File: src/rtl/issue_mul_queue_if.sv
// rtl/issue_mul_queue_if.sv - issue-to-MUL pack type and queue handshake interface
package issue_mul_pkg;

    typedef struct packed {
        logic [3:0]  op;
        logic [31:0] raw_data;
    } mul_sub_op_t;

    typedef struct packed {
        logic        enable;
        logic [6:0]  rob_id;
        logic [31:0] src1_value;
        logic [31:0] src2_value;
        mul_sub_op_t sub_op;
    } issue_execute_pack_t;

endpackage

interface issue_mul_queue_if #(
    parameter int DEPTH = 4
);
    localparam int PTR_W = $clog2(DEPTH);

    issue_mul_pkg::issue_execute_pack_t issue_mul_fifo_data_in;
    logic                               issue_mul_fifo_push;
    logic                               issue_mul_fifo_full;
    logic [PTR_W:0]                     issue_mul_fifo_count;
    issue_mul_pkg::issue_execute_pack_t issue_mul_fifo_data_out;
    logic                               issue_mul_fifo_data_out_valid;
    logic                               issue_mul_fifo_pop;
    logic                               issue_mul_fifo_flush;

    modport slave (
        input  issue_mul_fifo_data_in,
        input  issue_mul_fifo_push,
        input  issue_mul_fifo_pop,
        input  issue_mul_fifo_flush,
        output issue_mul_fifo_full,
        output issue_mul_fifo_count,
        output issue_mul_fifo_data_out,
        output issue_mul_fifo_data_out_valid
    );

    modport master (
        output issue_mul_fifo_data_in,
        output issue_mul_fifo_push,
        output issue_mul_fifo_pop,
        output issue_mul_fifo_flush,
        input  issue_mul_fifo_full,
        input  issue_mul_fifo_count,
        input  issue_mul_fifo_data_out,
        input  issue_mul_fifo_data_out_valid
    );

endinterface

File: src/rtl/issue_mul_queue.sv
// rtl/issue_mul_queue.sv - first-word-fall-through queue between issue and execute_mul
module issue_mul_queue #(
    parameter int DEPTH = 4
) (
    input  logic               clk,
    input  logic               rst,
    issue_mul_queue_if.slave   q_if
);
    localparam int PTR_W = $clog2(DEPTH);

    issue_mul_pkg::issue_execute_pack_t r_mem [DEPTH];

    logic [PTR_W:0] r_rptr;
    logic [PTR_W:0] r_wptr;

    logic w_empty;
    logic w_full;
    logic w_push_ok;
    logic w_pop_ok;
    logic w_clear;

    // Wrap bit distinguishes full from empty when the index bits coincide.
    assign w_empty   = (r_rptr == r_wptr);
    assign w_full    = (r_rptr[PTR_W-1:0] == r_wptr[PTR_W-1:0]) &&
                       (r_rptr[PTR_W] != r_wptr[PTR_W]);
    assign w_push_ok = q_if.issue_mul_fifo_push && !w_full;
    assign w_pop_ok  = q_if.issue_mul_fifo_pop && !w_empty;
    assign w_clear   = rst || q_if.issue_mul_fifo_flush;

    always_ff @(posedge clk) begin
        if (w_clear) begin
            r_rptr <= '0;
            r_wptr <= '0;
        end else begin
            if (w_push_ok) begin
                r_wptr <= r_wptr + 1'b1;
            end
            if (w_pop_ok) begin
                r_rptr <= r_rptr + 1'b1;
            end
        end
    end

    // Storage is not cleared; entries behind rptr are simply unreachable after a flush.
    always_ff @(posedge clk) begin
        if (w_push_ok) begin
            r_mem[r_wptr[PTR_W-1:0]] <= q_if.issue_mul_fifo_data_in;
        end
    end

    assign q_if.issue_mul_fifo_full           = w_full;
    assign q_if.issue_mul_fifo_count          = r_wptr - r_rptr;
    assign q_if.issue_mul_fifo_data_out_valid = !w_empty;
    assign q_if.issue_mul_fifo_data_out       = w_empty ? '0 : r_mem[r_rptr[PTR_W-1:0]];

endmodule

File: src/flat_wrapper.sv
// flat-port wrapper written by rule: the top's interface ports become plain ports
module issue_mul_queue_flat 
#(
    parameter int DEPTH = 4
)
  (clk, rst, q_if_issue_mul_fifo_data_in, q_if_issue_mul_fifo_push, q_if_issue_mul_fifo_pop, q_if_issue_mul_fifo_flush, q_if_issue_mul_fifo_full, q_if_issue_mul_fifo_count, q_if_issue_mul_fifo_data_out, q_if_issue_mul_fifo_data_out_valid);
  issue_mul_queue_if #(.DEPTH(DEPTH)) q_if_i ();
  input  logic clk;
  input  logic rst;
  input wire logic [$bits(q_if_i.issue_mul_fifo_data_in)-1:0] q_if_issue_mul_fifo_data_in;
  input wire logic [$bits(q_if_i.issue_mul_fifo_push)-1:0] q_if_issue_mul_fifo_push;
  input wire logic [$bits(q_if_i.issue_mul_fifo_pop)-1:0] q_if_issue_mul_fifo_pop;
  input wire logic [$bits(q_if_i.issue_mul_fifo_flush)-1:0] q_if_issue_mul_fifo_flush;
  output wire logic [$bits(q_if_i.issue_mul_fifo_full)-1:0] q_if_issue_mul_fifo_full;
  output wire logic [$bits(q_if_i.issue_mul_fifo_count)-1:0] q_if_issue_mul_fifo_count;
  output wire logic [$bits(q_if_i.issue_mul_fifo_data_out)-1:0] q_if_issue_mul_fifo_data_out;
  output wire logic [$bits(q_if_i.issue_mul_fifo_data_out_valid)-1:0] q_if_issue_mul_fifo_data_out_valid;
  assign q_if_i.issue_mul_fifo_data_in = q_if_issue_mul_fifo_data_in;
  assign q_if_i.issue_mul_fifo_push = q_if_issue_mul_fifo_push;
  assign q_if_i.issue_mul_fifo_pop = q_if_issue_mul_fifo_pop;
  assign q_if_i.issue_mul_fifo_flush = q_if_issue_mul_fifo_flush;
  assign q_if_issue_mul_fifo_full = q_if_i.issue_mul_fifo_full;
  assign q_if_issue_mul_fifo_count = q_if_i.issue_mul_fifo_count;
  assign q_if_issue_mul_fifo_data_out = q_if_i.issue_mul_fifo_data_out;
  assign q_if_issue_mul_fifo_data_out_valid = q_if_i.issue_mul_fifo_data_out_valid;
  issue_mul_queue #(.DEPTH(DEPTH)) u_core (.clk(clk), .rst(rst), .q_if(q_if_i));
endmodule
File: config.mk
export PLATFORM = sky130hd
export DESIGN_NAME = issue_mul_queue_flat
export DESIGN_NICKNAME = d
export VERILOG_FILES = /design/src/rtl/issue_mul_queue_if.sv /design/src/rtl/issue_mul_queue.sv /design/src/flat_wrapper.sv
export SDC_FILE = /design/constraint.sdc
export NUM_CORES = 1
export LEC_CHECK = 0
export BUFFER_PORTS_ARGS = -buffer_cell sky130_fd_sc_hd__buf_2
export CAP_MARGIN = 0
export CORE_MARGIN = 2
export CORE_UTILIZATION = 50
export CTS_BUF_LIST = sky130_fd_sc_hd__clkbuf_4 sky130_fd_sc_hd__clkbuf_8
export CTS_CLUSTER_SIZE = 40
export DETAILED_ROUTE_END_ITERATION = 10
export PLACE_DENSITY = 0.71
export SLEW_MARGIN = 20
export SYNTH_ARGS = -nofsm -noshare
export SYNTH_HDL_FRONTEND = slang
export SYNTH_SLANG_ARGS = --single-unit
File: constraint.sdc
create_clock -name clk -period 12.6 [get_ports clk]
set_clock_uncertainty 0.15 [all_clocks]
set_input_delay 1.26 -clock clk [delete_from_list [all_inputs] [get_ports clk]]
set_output_delay 1.26 -clock clk [all_outputs]
set_load 0.02 [all_outputs]
# Yosys cells after proc, flatten, opt, wreduce, memory -nomap -nowiden
# Memories as Yosys holds them, arrays and structs flattened. A register that Yosys moved wholly into a read port is not among the register bits.
# Index checks and enable logic that the tools add are counted.
# word_totals
regBits,6
elab_cells,20
inputBits,113
out_inout_bits,113
mem_count,1
ramBits,432
# op_classes
n_mux,5
add_sub_neg,3
eq_ne,3
reduce_logical,6
# memory_table
memory,words,width,rd,rd_clocked_by_memory_dff,write_ports,line,text
u_core.r_mem,4,108,1,1,1,issue_mul_queue.sv:11,issue_mul_pkg::issue_execute_pack_t r_mem [DEPTH];
# ops
cell,count
2-to-1 mux 108 bit,1
adder 3 x 1 -> 3 bit (second input constant),2
2-to-1 mux 2 bit,2
== test 3 bit,1
logical AND 1 bit,3
subtractor 3 bit,1
== test 2 bit,1
logical NOT 1 bit,2
2-to-1 mux 1 bit,2
logical OR 1 bit,1
inequality test 1 bit,1

# Logic depth before layout (Yosys ltp)
# depth
depth_word,6
mapped_depth,7
ltp_nobuf,5

# Worst setup path after synthesis
# Ideal clock, no wire load.
# synth_path
path_kind,input-to-reg
startpoint,in q_if_issue_mul_fifo_push
endpoint,mem u_core.r_mem[3][0] in the netlist's numbering (enable)
cell_stages,2
t_arrival_ns,8.567
slack_ns,3.177
cell_sequence,inv_1 > nor3_1
# synth_via
elab_chain_len,3
# synth_lines
element,line,text
"start, declared",flat_wrapper.sv:11,input wire logic [$bits(q_if_i.issue_mul_fifo_push)-1:0] q_if_issue_mul_fifo_push;
logical AND 1 bit,issue_mul_queue.sv:26,assign w_push_ok = q_if.issue_mul_fifo_push && !w_full;
2-to-1 mux 1 bit,issue_mul_queue.sv:46,if (w_push_ok) begin
2-to-1 mux 1 bit (implied by the code),issue_mul_queue.sv:47,r_mem[r_wptr[PTR_W-1:0]] <= q_if.issue_mul_fifo_data_in;
"end, declared",issue_mul_queue.sv:11,
# No other way between the ends.

==> flow_summary.ini <==
[clocking]
cts_max_level = 3
clk_latency_ns = 0.57
cts.sinks = 440
cts_buffer_depth = 3
ctsHoldBuffers = 0
cts-resized-gates = 0
cts_made_buffers = 71
clkTransAtPathRegs_ns = 0.06
cts_tree = yes
root_buffer = clkbuf_8
postCtsSetupBuffers = 0

[worst_hold_path]
holdCritStartpoint = u_core.r_wptr[0]
hp-class = register to register
min_to = u_core.r_wptr[0]
holdPathStages = 2

[critical_path]
r2r_cells = 6
cp-start-kind = register
path_buf_inv = 2
path_delay_family = buffers and inverters
required_ns = 11.19
path_cells = buf_4 > mux4_2 > and2_1 > buf_2
critPathSlowestCell = buf_4
rrSetupSlack_ns = 9.25
max_stage_delay_ns = 0.87
path_max_fanout = 47
path_class = register to output port
cp-end-kind = output port
cp.arrival_ns = 3.21
r2r-start = u_core.r_wptr[0]
r2r-end = u_core.r_mem[2][76]

[finish]
layout.nets = 1134
finalNonFillerCells = 1519
syn_to_final_growth_pct = 17.7
fin_area_mm2 = 0.0198
final_util_pct = 59.4
nFillCells = 2440
final_layout_size_suffix_gt1_share_pct = 43.3

[logic_synthesis]
yosysSeqAreaShare_pct = 78.2
synth_warnings = 0
synth_seq_cells = 440
synth-edff-count = 432
netlist-cell-type-count = 26
syn_inst = 743
syn-cell-area_mm2 = 0.0168
synthArstFlopShare_pct = 0
synth_area_per_cell_um2 = 22.6
synth_fp_nets = 864
synth_ff_type = edfxtp_1

[placed_design]
place_congestion = 0.752
place_ws_ns = 8.45
dp_cells = 1388
placed_cell_area_mm2 = 0.0184
portBuffers = 225

[route]
wl_per_cell_um = 21.1
firstDrtPassIters = 6
drt_iter0_markers = 529
wirelength_um = 32100
antenna_left = 0
vias = 8061
drc = 0
viasPerCell = 5.31

[global_routing]
antenna_found_initial = 8
grt_pass1_vias = 8717
grtUsageTotal_pct = 18.6
grt_pass1_wl_um = 49300
grt_overflow_total = 0
grt_max_degree = 71

[power]
seqPwrFrac_pct = 55.2
switching_power_mw = 0.639
vdd_ir_drop_max_uv = 102
power_mw = 3.00
power_frac_comb_pct = 5.6
power.density_mw_per_mm2 = 152
clkPwrFrac_pct = 39.2
swShare_pct = 21.3
power.internal_mw = 2.36
power.leakage_nw = 6.88

[floorplanning]
rows = 67
io_pins = 226
die_x_um = 187
dieHeight_um = 187
start_util_pct = 50.5
core_region_area_mm2 = 0.0333
fp.dieArea_mm2 = 0.0351

[timing]
setup_ws_ns = 7.98
relSlewSlack_pct = 29.1
setup_violations = 0
fin_crit_sh_pct = 36.6
hold_viol_final = 0
hold-worst-slack_ns = 0.361
fmax_ghz = 0.217
fin_setup_tns_ns = 0
rsz0062_at_grt = false
tightest_slew_ns = 1.06
final_max_slew_viol_count = 0
fin_crit_ns = 4.62

[flow_run]
max-cap-violations = 0

[status]
outcome = complete, no violations
-- worst register-to-register path, delay by kind of cell (launching register included) --
| kind | cells | cell delay (ns) |
|---|---|---|
| compound gates | 1 | 0.25 |
| buf+inv | 2 | 1.06 |
| simple gates | 2 | 0.74 |
| fa+ha+maj | 1 | 0.35 |
| flops | 1 | 0.39 |
-- synthesized netlist by cell type (all sizes together), types with 5 or more instances --
master,number,share of area [%]
dfxtp,8,0.95
buf,17,0.68
inv,8,0.18
nand2,9,0.20
ha,7,0.52
clkbuf,20,0.45
mux2i,5,0.30
and2,112,4.2
edfxtp,432,77
mux4,108,14
-- layout by cell type (no fill, tap or decap), types with 2 or more instances in the layout --
| cell | instances |
|---|---|
| nand2_1 | 8 |
| o211ai_1 | 2 |
| inv_1 | 8 |
| diode_2 | 6 |
| clkinv_1 | 14 |
| and4_1 | 2 |
| clkbuf_8 | 75 |
| ha_1 | 7 |
| buf_4 | 9 |
| mux4_2 | 108 |
| bufinv_16 | 2 |
| dfxtp_1 | 6 |
| clkbuf_4 | 19 |
| mux2i_1 | 5 |
| nor2_1 | 2 |
| edfxtp_1 | 432 |
| and2_4 | 3 |
| clkinvlp_4 | 3 |
| clkinv_2 | 11 |
| and2_1 | 109 |
| dfxtp_4 | 2 |
| buf_2 | 225 |
-- worst max path at each step --
stage / start / end / cells past startpoint
floorplan: q_if_issue_mul_fifo_push / u_core.r_mem[3][0] / 2
global placement: register / q_if_issue_mul_fifo_data_out[58] / 4
detailed placement: register / q_if_issue_mul_fifo_data_out[58] / 4
CTS: register / q_if_issue_mul_fifo_data_out[58] / 4
global route: register / q_if_issue_mul_fifo_data_out[58] / 4
finish: register / q_if_issue_mul_fifo_data_out[58] / 4
-- cells by family after synthesis --
| kind of cell | share of synthesized area (%) |
|---|---|
| fa+ha+maj | 0.640 |
| compound gates | 0.283 |
| buf+inv | 1.30 |
| simple gates | 4.68 |
| xor+xnor | 0.149 |
| mux | 14.8 |
| flops | 78.2 |
-- power groups by stage --
| stage | sequential (mW) | combinational [mW] | clock [mW] |
|---|---|---|---|
| floorplan | 1.69 | 0.0993 | 0 |
| global placement | 1.68 | 0.167 | 0 |
| detailed placement | 1.69 | 0.171 | 0 |
| CTS | 1.66 | 0.171 | 1.22 |
| global route | 1.66 | 0.183 | 1.28 |
| finish | 1.66 | 0.168 | 1.18 |
-- metal layers --
layer	track usage (%)	vias up	part of all wire (%)
met3	6.17	45	7.6
met2	30.6	245	50
met1	23.8	4173	41
met4	5.56	4	1.3
met5	0	-	0.094
li1	-	3594	-
-- state kept, by name, indices dropped and copies added, names as in the netlist, named ones only --
register	count
u_core.r_mem	432
u_core.r_wptr	3
u_core.r_rptr	3
-- layout make-up --
class	instances	area, um2	area share (%)
well taps	448	561	2.83
repair buffers	234	1190	6.03
diodes	6	15.0	0.0759
clock buffers	94	1170	5.94
clock inverters	31	199	1.01
flip-flops and latches	440	13100	66.4
multi-input cells	258	3470	17.5
inverters	8	30.0	0.152
No activity file was read; power rests on OpenSTA's default activity.
